<file path="src/rtl/alu_seq_param.sv">
// Sequential ALU with valid/ready handshakes and an iterative shift-add multiplier.
// Operands are captured at accept; results and flags are held until the consumer takes them.
module alu_seq_param #(
    parameter int WIDTH = 8
) (
    input  logic             clk,
    input  logic             rst_n,
    input  logic             in_valid,
    output logic             in_ready,
    input  logic [2:0]       op,
    input  logic [WIDTH-1:0] a,
    input  logic [WIDTH-1:0] b,
    output logic             out_valid,
    input  logic             out_ready,
    output logic [WIDTH-1:0] result,
    output logic [WIDTH-1:0] result_hi,
    output logic [3:0]       flags
);
    localparam int SHW = $clog2(WIDTH);

    localparam logic [2:0] OP_ADD = 3'b000;
    localparam logic [2:0] OP_SUB = 3'b001;
    localparam logic [2:0] OP_AND = 3'b010;
    localparam logic [2:0] OP_OR  = 3'b011;
    localparam logic [2:0] OP_XOR = 3'b100;
    localparam logic [2:0] OP_SHL = 3'b101;
    localparam logic [2:0] OP_SHR = 3'b110;
    localparam logic [2:0] OP_MUL = 3'b111;

    typedef enum logic [1:0] {IDLE, EXEC, DONE} state_t;

    state_t               state, state_nxt;
    logic                 accept;
    logic                 last;
    logic [SHW-1:0]       cnt;
    logic [WIDTH-1:0]     mcand;
    logic [2*WIDTH-1:0]   prod;
    logic [2*WIDTH-1:0]   prod_nxt;
    logic [WIDTH:0]       psum;
    logic [WIDTH:0]       wide;
    logic [WIDTH-1:0]     alu_res;
    logic                 alu_c;
    logic                 alu_v;

    assign accept = in_valid & in_ready;
    assign last   = (cnt == SHW'(WIDTH - 1));

    always_ff @(posedge clk or negedge rst_n) begin
        if (!rst_n) state <= IDLE;
        else        state <= state_nxt;
    end

    always_comb begin
        state_nxt = state;
        unique case (state)
            IDLE: if (in_valid)
                      state_nxt = (op == OP_MUL) ? EXEC : DONE;
            EXEC: if (last)
                      state_nxt = DONE;
            DONE: if (out_ready)
                      state_nxt = !in_valid ? IDLE :
                                  (op == OP_MUL) ? EXEC : DONE;
            default: state_nxt = IDLE;
        endcase
    end

    always_comb begin
        in_ready  = (state == IDLE) | ((state == DONE) & out_ready);
        out_valid = (state == DONE);
    end

    // Single-cycle ops; shifts run one bit wide so the carry is the last bit out.
    always_comb begin
        wide    = '0;
        alu_res = '0;
        alu_c   = 1'b0;
        alu_v   = 1'b0;
        unique case (op)
            OP_ADD: begin
                wide    = {1'b0, a} + {1'b0, b};
                alu_res = wide[WIDTH-1:0];
                alu_c   = wide[WIDTH];
                alu_v   = (a[WIDTH-1] == b[WIDTH-1]) &
                          (alu_res[WIDTH-1] != a[WIDTH-1]);
            end
            OP_SUB: begin
                wide    = {1'b0, a} - {1'b0, b};
                alu_res = wide[WIDTH-1:0];
                alu_c   = wide[WIDTH];
                alu_v   = (a[WIDTH-1] != b[WIDTH-1]) &
                          (alu_res[WIDTH-1] != a[WIDTH-1]);
            end
            OP_AND: alu_res = a & b;
            OP_OR:  alu_res = a | b;
            OP_XOR: alu_res = a ^ b;
            OP_SHL: begin
                wide    = {1'b0, a} << b[SHW-1:0];
                alu_res = wide[WIDTH-1:0];
                alu_c   = wide[WIDTH];
            end
            OP_SHR: begin
                wide    = {a, 1'b0} >> b[SHW-1:0];
                alu_res = wide[WIDTH:1];
                alu_c   = wide[0];
            end
            default: ;
        endcase
    end

    // One partial product per cycle; multiplier shifts out of the low half.
    always_comb begin
        psum     = {1'b0, prod[2*WIDTH-1:WIDTH]} +
                   (prod[0] ? {1'b0, mcand} : '0);
        prod_nxt = {psum, prod[WIDTH-1:1]};
    end

    always_ff @(posedge clk or negedge rst_n) begin
        if (!rst_n) begin
            cnt       <= '0;
            mcand     <= '0;
            prod      <= '0;
            result    <= '0;
            result_hi <= '0;
            flags     <= '0;
        end else if (accept) begin
            cnt   <= '0;
            mcand <= a;
            prod  <= {{WIDTH{1'b0}}, b};
            if (op != OP_MUL) begin
                result    <= alu_res;
                result_hi <= '0;
                flags     <= {alu_res == '0, alu_res[WIDTH-1],
                              alu_c, alu_v};
            end
        end else if (state == EXEC) begin
            cnt  <= cnt + 1'b1;
            prod <= prod_nxt;
            if (last) begin
                result    <= prod_nxt[WIDTH-1:0];
                result_hi <= prod_nxt[2*WIDTH-1:WIDTH];
                flags     <= {prod_nxt == '0, prod_nxt[2*WIDTH-1],
                              |prod_nxt[2*WIDTH-1:WIDTH], 1'b0};
            end
        end
    end
endmodule
</file>
<file path="config.mk">
export PLATFORM = sky130hd
export DESIGN_NAME = alu_seq_param
export DESIGN_NICKNAME = d
export VERILOG_FILES = /design/src/rtl/alu_seq_param.sv
export SDC_FILE = /design/constraint.sdc
export NUM_CORES = 1
export LEC_CHECK = 0
export ABC_AREA = 1
export BUFFER_PORTS_ARGS = -buffer_cell sky130_fd_sc_hd__buf_2
export CORE_MARGIN = 10
export CORE_UTILIZATION = 65
export CTS_CLUSTER_SIZE = 30
export DETAILED_ROUTE_END_ITERATION = 8
export GPL_TIMING_DRIVEN = 0
export PLACE_DENSITY = 0.87
export REMOVE_ABC_BUFFERS = 1
export SLEW_MARGIN = 40
export SYNTH_ARGS = -nofsm -noshare
export SYNTH_HDL_FRONTEND = slang
export SYNTH_SLANG_ARGS = --single-unit
</file>
<file path="constraint.sdc">
create_clock -name clk -period 5.8 [get_ports clk]
set_clock_uncertainty 0.1 [all_clocks]
set_input_delay 0.87 -clock clk [delete_from_list [all_inputs] [get_ports clk]]
set_output_delay 0.87 -clock clk [all_outputs]
set_load 0.03 [all_outputs]
</file>
==> impl_metrics.yaml, run 1 <==
synth:
  synth_common_cells: "nand2_1, nand3_1, inv_1"
  synth-edff-count: 0
  syn_area_mm2: 0.00428
  synth-seq-cells: 49
  synth_top_area_share_pct: 28.6
  avgSynthCellArea_um2: 6.55
  synth_ff_type: "dfrtp_1"
  yosysSeqAreaShare_pct: 28.6
  yosysWarnings: 0
  synthCells: 654
  async_reset_ff_share_pct: 100
  synth_cell_types: 33
  yosysMostFrequentCell: "nand2_1"
  synth.area.top_cells: "dfrtp_1, nand2_1, nand3_1, ha_1, inv_1"
  synth_top_cell_by_area: "dfrtp_1"
cells_and_area:
  fin_area_mm2: 0.00462
  area_growth_pct: 7.83
  layout-drive-gt1-share_pct: 10.2
  nets: 744
  antenna_cells: 0
critical_path:
  r2r_cells: 14
  cp.buffers_inverters: 4
  cp-start-kind: "primary input"
  startpoint: "out_ready"
  critPathCaptureType: "flip-flop"
  critPathRequiredTime_ns: 5.94
  critical_path.top_delay_family: "simple AND/OR/NAND/NOR gates"
  cp-endpoint: "flags[3]"
  critPathArrivalTime_ns: 2.95
  cp_slowest_cell: "nor2_4"
  critical_path_class: "primary input to flip-flop"
  worstPathMaxFanout: 42
  crit_chain: "buf_2 -> inv_1 -> a21oi_1 -> nand2_2 -> nor2_1 -> nor2_4 -> inv_2 -> nand2_1 -> inv_1 -> a21oi_1"
  r2r_end: "flags[1]"
  slowest_delay_ns: 0.57
  cp_num_cells: 10
  reg2reg_slack_ns: 3.26
  reg2reg_from: "prod[0]"
drt:
  wl_per_cell_um: 16.2
  wl_met1_um: 5270
  dr.first_iter.drc_count: 307
  highest_layer: "met4"
  drtPass1Iterations: 5
  drcViolationCount: 0
  vias_per_cell: 5.87
  route.met3.wl_um: 1080
  vias: 4469
  postRouteAntennaNets: 0
  wl_met2_um: 5780
  routed_wl_um: 12300
timing:
  rsz0062_at_grt: "no"
  fmax_mhz: 355
  setup_viol: 0
  period_share_pct: 48.6
  drv_slew: 0
  tightest_slew_ns: 0.745
  relSlewSlack_pct: 50.0
  fin_crit_ns: 2.82
  setup-tns-final_ns: 0
  fin_ws_ns: 2.98
  hold_viol: 0
  holdWs_ns: 0.385
clocking:
  cts_resized: 0
  cts-root-buf: "clkbuf_8"
  clk_latency_ns: 0.31
  clkSinkCount: 49
  numCtsBuffers: 5
  ctsLongestPathBuffers: 2
  cts_tree: "done"
  htree_num_levels: 2
  hold_buffers: 0
  postCtsSetupBuffers: 0
  path_clk_slew_ns: 0.09
place:
  post-dp-hpwl_um: 9480
  postPlaceCellArea_mm2: 0.00448
  place_congestion: 1.02
  io_buffers: 44
  pre_cts_slack_ns: 2.72
global_route:
  track_usage_pct: 24.0
  grt_pass1_vias: 4160
  grt_pass1_wl_um: 20000
  antenna_found_initial: 0
  grt_overflow: 0
  grt_max_degree: 50
pwr:
  p_switching_uw: 693
  leakagePower_nw: 2.58
  p_int_uw: 837
  power_density_mw_per_mm2: 331
  seq_power_share_pct: 34.6
  sw_frac_of_total_pct: 45.3
  pwr-share-comb_pct: 46.3
  ir_drop_uv: 397
  clkPwrFrac_pct: 19.0
hold_path:
  hold_path_class: "flip-flop to flip-flop"
floorplanning:
  io_pins: 45
  dieWidth_um: 101
  die_y_um: 101
  die_area_mm2: 0.0102
  initial_utilization_pct: 67.1
  core.rowCount: 29
  core_mm2: 0.00639
flow_run:
  cap_violations: 0
run_status:
  status: "finished clean"
-- placed cells by master (no fill, tap or decap), types with 3 or more instances in the layout --
cell type  instances
buf_2             43
ha_1              35
nand2_1          192
clkbuf_8           5
nand4_1            8
xor2_1             4
nand2_2            3
nand3_1           94
inv_2              4
o221ai_1          10
fa_1               3
nor3_1             8
inv_1             85
nor2_2             5
nor2_1            55
dfrtp_1           49
o21ai_0           31
a21oi_1           27
-- per-layer routing --
metal,up-vias,global-route usage (%)
li1,2167,-
met1,2101,32.5
met2,179,38.2
met3,22,4.56
met4,0,6.32
met5,-,0
-- power by group through the flow --
stage                     combinational, mW  sequential (mW)  clock (mW)
after floorplan                       0.367            0.641           0
after global placement                0.679            0.527           0
after detailed placement              0.699            0.533           0
after CTS                             0.705            0.528       0.295
after global routing                  0.785            0.542       0.306
final                                 0.709            0.530       0.291
-- sequential cells by signal, summed over array words and instances (netlist names) --
| signal | count |
|---|---|
| flags | 4 |
| mcand | 8 |
| cnt | 3 |
| result | 8 |
| state | 2 |
| result_hi | 8 |
| prod | 16 |
-- cell type report --
cell class / instances / area (um2)
clock buffer: 5 / 68.8
clock inverter: 3 / 68.8
tap: 77 / 96.3
timing repair buffer: 44 / 223
multi-input combinational: 492 / 2590
fill: 563 / 1770
sequential: 49 / 1230
inverter: 91 / 347
-- metrics by stage --
step / total power, mW / util (%) / std cells
6_report: 1.53 / 72.3 / 761
5_1_grt: 1.63 / 72.3 / 761
4_1_cts: 1.53 / 72.3 / 761
3_5_place_dp: 1.23 / 70.2 / 753
3_3_place_gp: 1.21 / 70.0 / 753
2_1_floorplan: 1.01 / - / 632
-- cell families (layout without fill, tap and decap cells) --
kind of cell	Yosys count	count (layout)	share of synthesized area [%]
DFF	49	49	28.6
AOI/OAI and AO/OA	77	77	10.3
adders and majority gates	38	38	11.6
buffers and inverters	113	143	11.2
and+or+nand+nor	372	372	37.2
xor gates and xnor gates	5	5	1.02
-- worst min path at each step --
stage / from / slack, ns / depth (start not counted) / endpoint
after floorplan: cnt[0] / 0.34 / 1 / cnt[0]
final: result_hi[4] / 0.39 / 2 / result_hi[4]
after global placement: cnt[0] / 0.36 / 1 / cnt[0]
after CTS: result_hi[4] / 0.39 / 2 / result_hi[4]
after global routing: cnt[0] / 0.42 / 1 / cnt[0]
after detailed placement: result_hi[4] / 0.37 / 2 / result_hi[4]
-- worst register-to-register path: stages (launching register included) --
cell and delay (ns):
dfrtp_1 0.50, nand2_1 0.12, inv_1 0.05, ha_1 0.21
fa_1 0.40, nand3_1 0.09, nand2_1 0.11, nand2_1 0.10
nand3_1 0.08, nand2_1 0.08, nand2_1 0.06, nor2_1 0.19
nand2_1 0.09, a21oi_1 0.15, a21oi_1 0.10
Note: power is estimated with default switching activity, not from simulation.
==> inputs of run 2 (changes only) <==
Settings changed: CORE_UTILIZATION 65 to 60, PLACE_DENSITY 0.87 to 0.81.
Clock period 5.8 ns to 2.85 ns, I/O delays scaled along.
==> run 2 against run 1 <==
Compared with the run above:
- highest routed layer unchanged
- critical endpoint is now prod[14]
- largest cell class unchanged
- power is 92% higher
- sequential power rose by 100%
- register-to-register slack got worse by 3.0 ns
- critical path depth down 4
- clock power rose by 47%
- non-clock buffer count unchanged
- hold slack worse by 0.36 ns
- combinational power increased by 100%
==> impl_metrics.yaml, run 2 (synthesis results as in run 1) <==
cells_and_area:
  largest_register_ffs: 16
  nets: 744
  layout-drive-gt1-share_pct: 10.2
  register_area_mm2: 0.00123
  multi_input_area_mm2: 0.00259
  finalCoreUtilization_pct: 67.0
  fill_cells: 667
  layout_commonest_cell: "nand2_1"
  antenna_cells: 0
  final_cells: 780
  area_growth_pct: 7.42
  largest_register: "prod"
  final_cell_mix: "nand2_1, nand3_1, inv_1, nor2_1, dfrtp_1"
  fin_area_mm2: 0.00460
place:
  postPlaceCellArea_mm2: 0.00450
  place_congestion: 0.992
  pre_cts_slack_ns: 0.163
  io_buffers: 44
  dp.cells: 772
  post-dp-hpwl_um: 9380
flow_run:
  cap_violations: 0
critical_path:
  cp_slowest_cell: "nor2_2"
  slowest_delay_ns: 0.63
  critPathRequiredTime_ns: 2.97
  reg2reg_slack_ns: 0.22
  critPathCaptureType: "flip-flop"
  r2r_end: "prod[14]"
  cp-start-kind: "flip-flop"
  worstPathMaxFanout: 42
  reg2reg_from: "state[1]"
  critPathArrivalTime_ns: 2.75
  crit_chain: "a21oi_1 -> nand2_2 -> inv_1 -> nor2_2 -> nand2_1 -> o21ai_0"
  critical_path_class: "flip-flop to flip-flop"
  r2r_cells: 6
clocking:
  hold_buffers: 0
  htree_num_levels: 2
  cts_tree: "done"
  numCtsBuffers: 5
  ctsLongestPathBuffers: 2
  path_clk_slew_ns: 0.09
  cts_resized: 0
  clk_latency_ns: 0.30
  cts-root-buf: "clkbuf_8"
  postCtsSetupBuffers: 0
  clkSinkCount: 49
floorplanning:
  core_mm2: 0.00687
  core.rowCount: 30
  die_y_um: 104
  dieWidth_um: 104
  io_pins: 45
  initial_utilization_pct: 62.3
  die_area_mm2: 0.0109
drt:
  dr.first_iter.drc_count: 285
  vias: 4417
  vias_per_cell: 5.66
  drtPass1Iterations: 6
  wl_per_cell_um: 15.6
  drcViolationCount: 0
  routed_wl_um: 12200
  postRouteAntennaNets: 0
pwr:
  leakagePower_nw: 2.57
  ir_drop_uv: 579
  power_density_mw_per_mm2: 638
  total_power_mw: 2.94
hold_path:
  hold_path_class: "primary input to async pin"
timing:
  fin_crit_ns: 2.63
  fin_ws_ns: 0.216
  setup-tns-final_ns: 0
  holdWs_ns: 0.0215
  relSlewSlack_pct: 50.7
  fmax_mhz: 380
  period_share_pct: 92.4
  rsz0062_at_grt: "no"
  drv_slew: 0
  setup_viol: 0
  hold_viol: 0
  tightest_slew_ns: 0.737
global_route:
  grt_overflow: 0
  grt_max_degree: 50
  antenna_found_initial: 0
  track_usage_pct: 21.8
  grt_pass1_wl_um: 20100
  grt_pass1_vias: 4183
run_status:
  status: "finished clean"
-- run 2: cell types whose count changed in the layout (fill, tap and decap cells not counted), sizes merged --
cell	delta
clkinv	+2
bufinv	-2
clkbuf	+1
inv	-1
-- run 2: critical path, delay by kind of cell (launching register included) --
| kind | cells | cell delay, ns |
|---|---|---|
| AND/OR/NAND/NOR | 3 | 1.33 |
| flip-flops | 1 | 0.43 |
| AO/OA/AOI/OAI | 2 | 0.24 |
| buffers and inverters | 1 | 0.43 |
-- run 2: metal layers --
| metal | part of all wire, % | GRT usage (%) |
|---|---|---|
| met1 | 45 | 29.7 |
| met2 | 45 | 34.5 |
| met3 | 7.5 | 3.66 |
| met4 | 2.3 | 6.26 |
| met5 | 0 | 0 |
-- run 2: area by class of cell --
cell class	count	share of cell area, %
multi-input combinational	492	56.3
sequential	49	26.7
inverter	91	7.53
timing repair buffer	44	4.84
tap	96	2.61
clock buffer	6	1.79
clock inverter	2	0.299
-- run 2: power breakdown --
part           switching (mW)  internal [mW]  total [mW]  leakage (nW)
combinational            1.01          0.424        1.43          1.89
clock                   0.232          0.197       0.429        0.0512
sequential              0.152          0.926        1.08         0.628
-- run 2: worst max-delay path by stage --
stage,cells past startpoint,end,from
5_1_grt,6,prod[14],state[1]
4_1_cts,6,prod[14],state[1]
3_3_place_gp,8,prod[5],out_ready
2_1_floorplan,7,prod[0],out_ready
3_5_place_dp,8,prod[14],out_ready
6_report,6,prod[14],state[1]
==> inputs of run 3 (changes only) <==
Settings changed: CORE_MARGIN 10 to default.
==> run 3 against run 2 <==
Compared with the run above:
- sequential cell count unchanged
- routed wire length decreased by 1.5%
- global-route usage increased by 11 points
- first-iteration DRC count increased by 17%
- critical path depth increased by 3
- final area increased by 0.14%
- utilization increased by 0.46 points
- sequential share of layout area about the same
- largest power group unchanged
- die area decreased by 31%
- non-clock buffer count unchanged
- clock power decreased by 3%
- combinational power about the same
==> impl_metrics.yaml, run 3 (synthesis results as in run 1) <==
place:
  place_congestion: 0.973
  dp.cells: 772
  post-dp-hpwl_um: 8990
  io_buffers: 44
  pre_cts_slack_ns: 0.0775
critical_path:
  reg2reg_slack_ns: 0.24
  startpoint: "state[1]"
  slowest_delay_ns: 0.55
  cp.buffers_inverters: 2
  r2r_end: "flags[3]"
  critical_path_class: "flip-flop to flip-flop"
  crit_chain: "a21oi_1 -> nand2_2 -> inv_1 -> or2_1 -> nor2_1 -> nand3_1 -> nand2_1 -> inv_1 -> a21oi_1"
  cp_num_cells: 9
  critical_path.top_delay_family: "simple AND/OR/NAND/NOR gates"
  reg2reg_from: "state[1]"
  critPathCaptureType: "flip-flop"
  critPathArrivalTime_ns: 2.75
  cp-start-kind: "flip-flop"
  r2r_cells: 9
  critPathRequiredTime_ns: 2.99
  worstPathMaxFanout: 42
  cp_slowest_cell: "nand2_2"
  cp-endpoint: "flags[3]"
clocking:
  clkSinkCount: 49
  numCtsBuffers: 5
  htree_num_levels: 2
  hold_buffers: 0
  path_clk_slew_ns: 0.10
  clk_latency_ns: 0.31
  cts-root-buf: "clkbuf_8"
  cts_tree: "done"
  ctsLongestPathBuffers: 2
floorplanning:
  core_mm2: 0.00683
  dieWidth_um: 86.5
  initial_utilization_pct: 62.7
  core.rowCount: 30
  die_y_um: 86.5
  io_pins: 45
  die_area_mm2: 0.00748
flow_run:
  cap_violations: 0
timing:
  fmax_mhz: 384
  hold_viol: 0
  relSlewSlack_pct: 50.5
  setup_viol: 0
  tightest_slew_ns: 0.741
  rsz0062_at_grt: "no"
  period_share_pct: 91.4
  drv_slew: 0
  fin_ws_ns: 0.245
  fin_crit_ns: 2.61
pwr:
  clkPwrFrac_pct: 14.2
  p_int_mw: 1.53
  pwr-share-comb_pct: 48.9
  power_density_mw_per_mm2: 635
  p_switching_mw: 1.39
  ir_drop_uv: 227
  total_power_mw: 2.92
  leakagePower_nw: 2.56
  seq_power_share_pct: 36.9
  sw_frac_of_total_pct: 47.7
global_route:
  grt_pass1_vias: 4038
  grt_pass1_wl_um: 18900
  antenna_found_initial: 0
  grt_overflow: 0
  grt_max_degree: 50
  track_usage_pct: 32.4
drt:
  drcViolationCount: 0
  drtPass1Iterations: 5
  vias: 4474
  vias_per_cell: 5.73
  routed_wl_um: 12000
  wl_per_cell_um: 15.4
  dr.first_iter.drc_count: 333
  postRouteAntennaNets: 0
cells_and_area:
  nets: 745
  largest_register: "prod"
  final_cell_mix: "nand2_1, nand3_1, inv_1, nor2_1, dfrtp_1"
  layout-drive-gt1-share_pct: 10.2
  final_cells: 781
  largest_register_ffs: 16
  layout_commonest_cell: "nand2_1"
  antenna_cells: 0
  area_growth_pct: 7.57
  finalCoreUtilization_pct: 67.4
run_status:
  status: "finished clean"
hold_path:
  hold_path_class: "primary input to async pin"
## run 3: cell types whose count changed in the layout (fill, tap and decap cells not counted)
cell,before,now
clkbuf_1,0,1
clkbuf_8,6,5
clkinv_4,1,0
inv_6,0,1
nor2_2,5,4
nor2_4,1,3
## run 3: routing by layer
layer  global-route usage, %  vias up  wire length, um
li1                        -     2177                -
met4                    13.2        0              320
met3                    3.05       24              904
met5                       0        -                0
met1                    42.1     2084             4930
met2                    55.6      189             5850
## run 3: cell type report
type | instances | area, um2
Multi-Input combinational cell | 493 | 2610
Fill cell | 644 | 2220
Timing Repair Buffer | 44 | 223
Tap cell | 96 | 120
Sequential cell | 49 | 1230
Clock inverter | 2 | 13.8
Inverter | 91 | 347
Clock buffer | 6 | 72.6
## run 3: worst min path at each step
stage	startpoint	to	slack (ns)	cells past startpoint
floorplan	rst_n	cnt[0]	0.03	0
global placement	flags[0]	flags[0]	0.36	2
detailed placement	flags[0]	flags[0]	0.36	2
CTS	rst_n	result_hi[5]	0.04	1
global route	rst_n	prod[10]	0.06	1
finish	rst_n	result_hi[5]	0.02	1
## run 3: repair_timing
item                       CTS  global route
setup endpoints to repair    0             6
gates resized for setup      0             2
buffers inserted             0             0
## run 3: power by group through the flow
stage / logic, mW / clock network (mW) / registers [mW]
after floorplan: 0.746 / 0 / 1.30
after global placement: 1.36 / 0 / 1.08
after detailed placement: 1.40 / 0 / 1.09
after CTS: 1.41 / 0.413 / 1.08
after global routing: 1.58 / 0.448 / 1.11
final: 1.43 / 0.415 / 1.08
## run 3: per-stage QoR
stage                     hold slack [ns]  setup TNS (ns)  instance area [um2]
after floorplan                    0.0319               0                 4150
after global placement              0.360          -18.27                 4490
after detailed placement            0.360               0                 4500
after CTS                          0.0445               0                 4590
after global routing               0.0624               0                 4610
final                              0.0223               0                 4610
## run 3: worst register-to-register path: stages, from the launching register on
cell and delay (ns):
dfrtp_1 0.45, a21oi_1 0.13, nand2_2 0.55, inv_1 0.49, or2_1 0.37, nor2_1 0.11, nand3_1 0.09, nand2_1 0.08
inv_1 0.04, a21oi_1 0.12
